<file path="config.mk">
export PLATFORM = sky130hd
export DESIGN_NAME = pulse_gen
export DESIGN_NICKNAME = d
export VERILOG_FILES = /design/src/rtl/pulse_gen.sv
export SDC_FILE = /design/constraint.sdc
export NUM_CORES = 1
export LEC_CHECK = 0
export CAP_MARGIN = 30
export CORE_AREA = 4 4 206 258
export DETAILED_ROUTE_END_ITERATION = 10
export DIE_AREA = 0 0 210 262
export MAX_ROUTING_LAYER = met4
export PLACE_DENSITY = 0.8
export SYNTH_ARGS = -nofsm -noshare
export SYNTH_HDL_FRONTEND = slang
export SYNTH_SLANG_ARGS = --single-unit
</file>
<file path="constraint.sdc">
create_clock -name clk_i -period 5.2 [get_ports clk_i]
set_clock_uncertainty 0.1 [all_clocks]
set_input_delay 1.3 -clock clk_i [delete_from_list [all_inputs] [get_ports clk_i]]
set_output_delay 1.3 -clock clk_i [all_outputs]
set_load 0.005 [all_outputs]
</file>
<file path="src/rtl/pulse_gen.sv">
// Delayed fixed-width pulse generator: qualifying trigger edges are timestamped into a
// due-time FIFO and replayed as pulses; drops from overflow or overlap are counted.
module pulse_gen #(
   parameter int QUEUE_LOG2 = 4,
   parameter int TS_WIDTH   = 32
) (
   input  logic                  clk_i,
   input  logic                  reset_i,
   input  logic                  trig_i,
   input  logic [1:0]            TRIG_EDGE,
   input  logic [TS_WIDTH-1:0]   DELAY,
   input  logic [TS_WIDTH-1:0]   WIDTH,
   input  logic                  FORCE_RST,
   output logic                  out_o,
   output logic                  perr_o,
   output logic [QUEUE_LOG2:0]   QUEUED,
   output logic [TS_WIDTH-1:0]   DROPPED
);

   localparam int DEPTH = 1 << QUEUE_LOG2;

   logic [TS_WIDTH-1:0]   ts;
   logic                  trig_prev;
   logic [TS_WIDTH-1:0]   wcnt;
   logic [TS_WIDTH-1:0]   due_q [DEPTH];
   logic [QUEUE_LOG2-1:0] wr_ptr, rd_ptr;

   logic                  rise, fall, edge_hit, live;
   logic                  q_empty, q_full, pop, overlap, push_ok, ovf_drop;
   logic [TS_WIDTH-1:0]   due_in, width_eff, drop_next;
   logic [1:0]            n_drop;
   logic [TS_WIDTH:0]     drop_sum;

   assign rise = trig_i & ~trig_prev;
   assign fall = ~trig_i & trig_prev;

   always_comb begin
      edge_hit = rise;
      case (TRIG_EDGE)
         2'd1:    edge_hit = fall;
         2'd2:    edge_hit = rise | fall;
         default: edge_hit = rise;
      endcase
   end

   // FORCE_RST swallows any edge or pop on its own cycle
   assign live     = ~reset_i & ~FORCE_RST;
   assign q_empty  = (QUEUED == '0);
   assign q_full   = QUEUED[QUEUE_LOG2];
   assign pop      = live & ~q_empty & (ts == due_q[rd_ptr]);
   assign overlap  = pop & (wcnt > TS_WIDTH'(1));
   assign push_ok  = live & edge_hit & (~q_full | pop);
   assign ovf_drop = live & edge_hit & q_full & ~pop;
   assign due_in   = ts + DELAY + 1'b1;
   assign width_eff = (WIDTH == '0) ? TS_WIDTH'(1) : WIDTH;

   assign n_drop    = {1'b0, ovf_drop} + {1'b0, overlap};
   assign drop_sum  = {1'b0, DROPPED} + {{(TS_WIDTH-1){1'b0}}, n_drop};
   assign drop_next = drop_sum[TS_WIDTH] ? '1 : drop_sum[TS_WIDTH-1:0];

   always_ff @(posedge clk_i) begin
      if (reset_i) begin
         ts        <= '0;
         trig_prev <= 1'b0;
      end else begin
         ts        <= ts + 1'b1;
         trig_prev <= trig_i;
      end
   end

   always_ff @(posedge clk_i) begin
      if (push_ok)
         due_q[wr_ptr] <= due_in;
   end

   always_ff @(posedge clk_i) begin
      if (reset_i || FORCE_RST) begin
         wr_ptr  <= '0;
         rd_ptr  <= '0;
         QUEUED  <= '0;
         wcnt    <= '0;
         out_o   <= 1'b0;
         perr_o  <= 1'b0;
         DROPPED <= '0;
      end else begin
         if (push_ok) wr_ptr <= wr_ptr + 1'b1;
         if (pop)     rd_ptr <= rd_ptr + 1'b1;
         case ({push_ok, pop})
            2'b10:   QUEUED <= QUEUED + 1'b1;
            2'b01:   QUEUED <= QUEUED - 1'b1;
            default: QUEUED <= QUEUED;
         endcase

         // a due head on the last high cycle chains straight into the next pulse
         if (pop && !overlap) begin
            wcnt  <= width_eff;
            out_o <= 1'b1;
         end else begin
            if (wcnt != '0) wcnt <= wcnt - 1'b1;
            out_o <= (wcnt > TS_WIDTH'(1));
         end

         if (ovf_drop || overlap) begin
            perr_o  <= 1'b1;
            DROPPED <= drop_next;
         end
      end
   end

endmodule

</file>
==> run_results.csv <==
group,metric,value,unit
sta,hold_violations,0,
yosys,synth_edf_count,512,
clocking,clkTransAtPathRegs,0.07,ns
global_route,met2_usage,0.454,
global_route,overflow,0,
min_path,min_from,"ts[0]",
drt,num_vias,18400,
yosys,ys_types,79,
yosys,synthFlopType,"edfxtp_1",
yosys,synth_nets,1976,
floorplan,start_util,0.549,
final_layout,nFillCells,3320,
sta,rsz0062_at_grt,"yes",
worst_setup_path,regToRegSetupSlack,0.04,ns
worst_setup_path,cp-start-kind,"flop",
drt,routed_wl,75900,µm
worst_setup_path,rr_worst_depth,23,
pwr,power_density,341,nW/µm²
clocking,clock_sinks,628,
final_layout,fin_util,0.666,
global_route,grt-busiest-layer,"met2",
drt,ant_nets,0,
flow_run,cap_violations,0,
sta,setup_viol,0,
worst_setup_path,worstSetupEndpointType,"flop",
min_path,hold_path_class,"reg2reg",
drt,dr.pass1.iters,5,
floorplan,io-pin-count,109,
clocking,clockBufferDepth,3,
floorplan,die-area,55000,µm²
min_path,hold_depth,1,
floorplan,std_cell_rows,92,
global_route,grt_use_met1,0.351,
yosys,seq_area_frac_synth,0.640,
worst_setup_path,cp.required,5.64,ns
floorplan,die_x,210,µm
global_route,grt_max_degree,45,
status,status,"complete, no violations",
final_layout,multi_input_area,9770,µm²
drt,drc,0,
worst_setup_path,cp.arrival,5.61,ns
worst_setup_path,critPathMostFrequentCell,"buf_12",
pwr,peakVddDrop,0.254,mV
pwr,p_leak,11.6,nW
global_route,gr-usage-met3,0.0420,
worst_setup_path,path_buf_inv,4,
worst_setup_path,reg2reg_to,"DROPPED[29]",
sta,timing.final.crit_period,5.16,ns
yosys,syn_area,27700,µm²
sta,relSlewSlack,0.312,
worst_setup_path,cp_cell_sequence,"buf_12, buf_12, mux4_2, mux2i_1, mux2i_4, xor2_2, or4_4, nor2_4, nand2_2, nor4b_4, buf_4, nor2b_4, fa_2, nand4_1, nor2_2, nand3_2, or3_4, or2_4, buf_6, o21ai_1, o21a_1, o21ai_0, a21oi_1",
floorplan,die_h,262,µm
yosys,syn_area_per_cell,14.9,µm²
yosys,ys_seq_elements,628,
yosys,syn_inst,1855,
worst_setup_path,cp_top_family,"simple AND/OR/NAND/NOR gates",
final_layout,area_delta_synth_final,21.3,%
drt,wire_per_inst,26.5,µm
final_layout,nets,2280,
min_path,hold_path_end,"ts[0]",
floorplan,core_region_area,50400,µm²
drt,viasPerCell,6.41,
drt,drt_iter0_drc,2302,
worst_setup_path,slowest_stage,"or4_4",
placement,gp_congestion,0.926,
final_layout,final_common_cell,"edfxtp_1",
yosys,synth_warnings,0,
placement,port_buffers,108,
placement,dp_hpwl,47700,µm
worst_setup_path,cp_max_fo,6,
clocking,cts_hold_buf,0,
final_layout,regArea,17700,µm²
worst_setup_path,critical-path-max-stage-delay,0.53,ns
yosys,async_flop_share,0,
clocking,root_buffer,"clkbuf_16",
clocking,cts_made_buffers,57,
global_route,antenna_found_initial,1,
clocking,insertion_delay,0.62,ns
sta,max_slew.worst_pin.slew,1.03,ns
sta,period_share,0.993,
sta,drv_slew,0,
sta,holdWs,0.390,ns
placement,place_ws,-0.329,ns
sta,timing.final.ws_setup,0.0373,ns
sta,tns,0,ns
worst_setup_path,worstSetupPathType,"reg2reg",
final_layout,most-common-layout-cells,"edfxtp_1 (512), buf_4 (179), nor2_1 (119)",
clocking,cts_tree,"yes",
global_route,grt_pass1_vias,18200,
global_route,track_usage,0.277,
sta,max_freq,194,MHz
global_route,grt_pass1_wl,112000,µm
clocking,htreeDepth,2,
final_layout,drive_gt1_frac,0.233,
## what timing repair did
item,in CTS,in global routing
pin swaps,6,14
endpoints found under the setup margin,32,32
setup buffers,8,23
gates resized for setup,24,62
gates cloned,0,1
## Yosys cell counts (all sizes together) (13+ instances only)
library cell | n | share of area
a311oi | 13 | 0.0041
mux2i | 103 | 0.037
mux4 | 101 | 0.083
o21ai | 37 | 0.0067
ha | 48 | 0.022
clkbuf | 35 | 0.0048
edfxtp | 512 | 0.56
inv | 33 | 0.0045
nor4 | 29 | 0.0066
xor2 | 59 | 0.019
xnor2 | 83 | 0.026
buf | 50 | 0.011
and4 | 18 | 0.0057
nand2 | 81 | 0.011
a21o | 18 | 0.0049
and3 | 32 | 0.0072
a21oi | 69 | 0.013
nand3 | 31 | 0.0056
nand4 | 19 | 0.0043
nor3 | 37 | 0.0067
a211oi | 28 | 0.0076
dfxtp | 116 | 0.084
nor2 | 126 | 0.017
## sequential cells by signal, indices dropped and copies added, names as in the netlist, named ones only
register,flops
wcnt,32
perr_o,1
out_o,1
due_q,512
trig_prev,1
DROPPED,32
wr_ptr,4
rd_ptr,4
QUEUED,5
ts,32
## per-layer routing
layer  up-vias  part of all wire
li1       7856                 -
met3       238             0.092
met4         0             0.045
met5         -                 0
met1      9185              0.37
met2      1087              0.49
## logic make-up (layout without fill, tap and decap cells)
| group | count (synthesis) | count (layout) | synth area share |
|---|---|---|---|
| buf+inv | 119 | 468 | 0.0207 |
| fa+ha+maj | 51 | 51 | 0.0239 |
| other cells | 0 | 1 | 0 |
| mux | 215 | 215 | 0.125 |
| simple gates | 446 | 447 | 0.0832 |
| xor+xnor | 142 | 142 | 0.0450 |
| flops | 628 | 628 | 0.640 |
| compound gates | 254 | 254 | 0.0628 |
## final cells by class
class | count | share of cell area
Timing Repair Buffer | 329 | 0.0951
Multi-Input combinational cell | 1109 | 0.291
Sequential cell | 628 | 0.528
Antenna cell | 1 | 0.0000746
Inverter | 34 | 0.00380
Clock inverter | 39 | 0.0123
Tap cell | 658 | 0.0245
Clock buffer | 66 | 0.0453
## worst max-delay path by stage
stage | from | end | slack [ns] | cells past startpoint
after floorplan | flop | DROPPED[25] | 0.01 | 21
after global placement | flop | DROPPED[31] | -0.25 | 23
after detailed placement | flop | DROPPED[27] | -0.33 | 23
after CTS | flop | DROPPED[31] | -0.01 | 22
after global routing | flop | DROPPED[21] | -0.24 | 24
final | flop | DROPPED[29] | 0.04 | 23
## power by group
group / switching [mW] / internal [mW] / total [mW]
Combinational: 0.834 / 0.593 / 1.43
Sequential: 0.112 / 5.58 / 5.69
Clock: 1.87 / 2.45 / 4.32
Total: 2.82 / 8.63 / 11.4
## through the flow
stage / std cells / area [µm²] / total power [mW]
after floorplan: 1855 / 27700 / 6.79
after global placement: 2711 / 30900 / 7.11
after detailed placement: 2716 / 30900 / 7.18
after CTS: 2829 / 33000 / 11.5
after global routing: 2864 / 33600 / 11.9
final: 2864 / 33600 / 11.4
(Power assumes the default switching activity.)
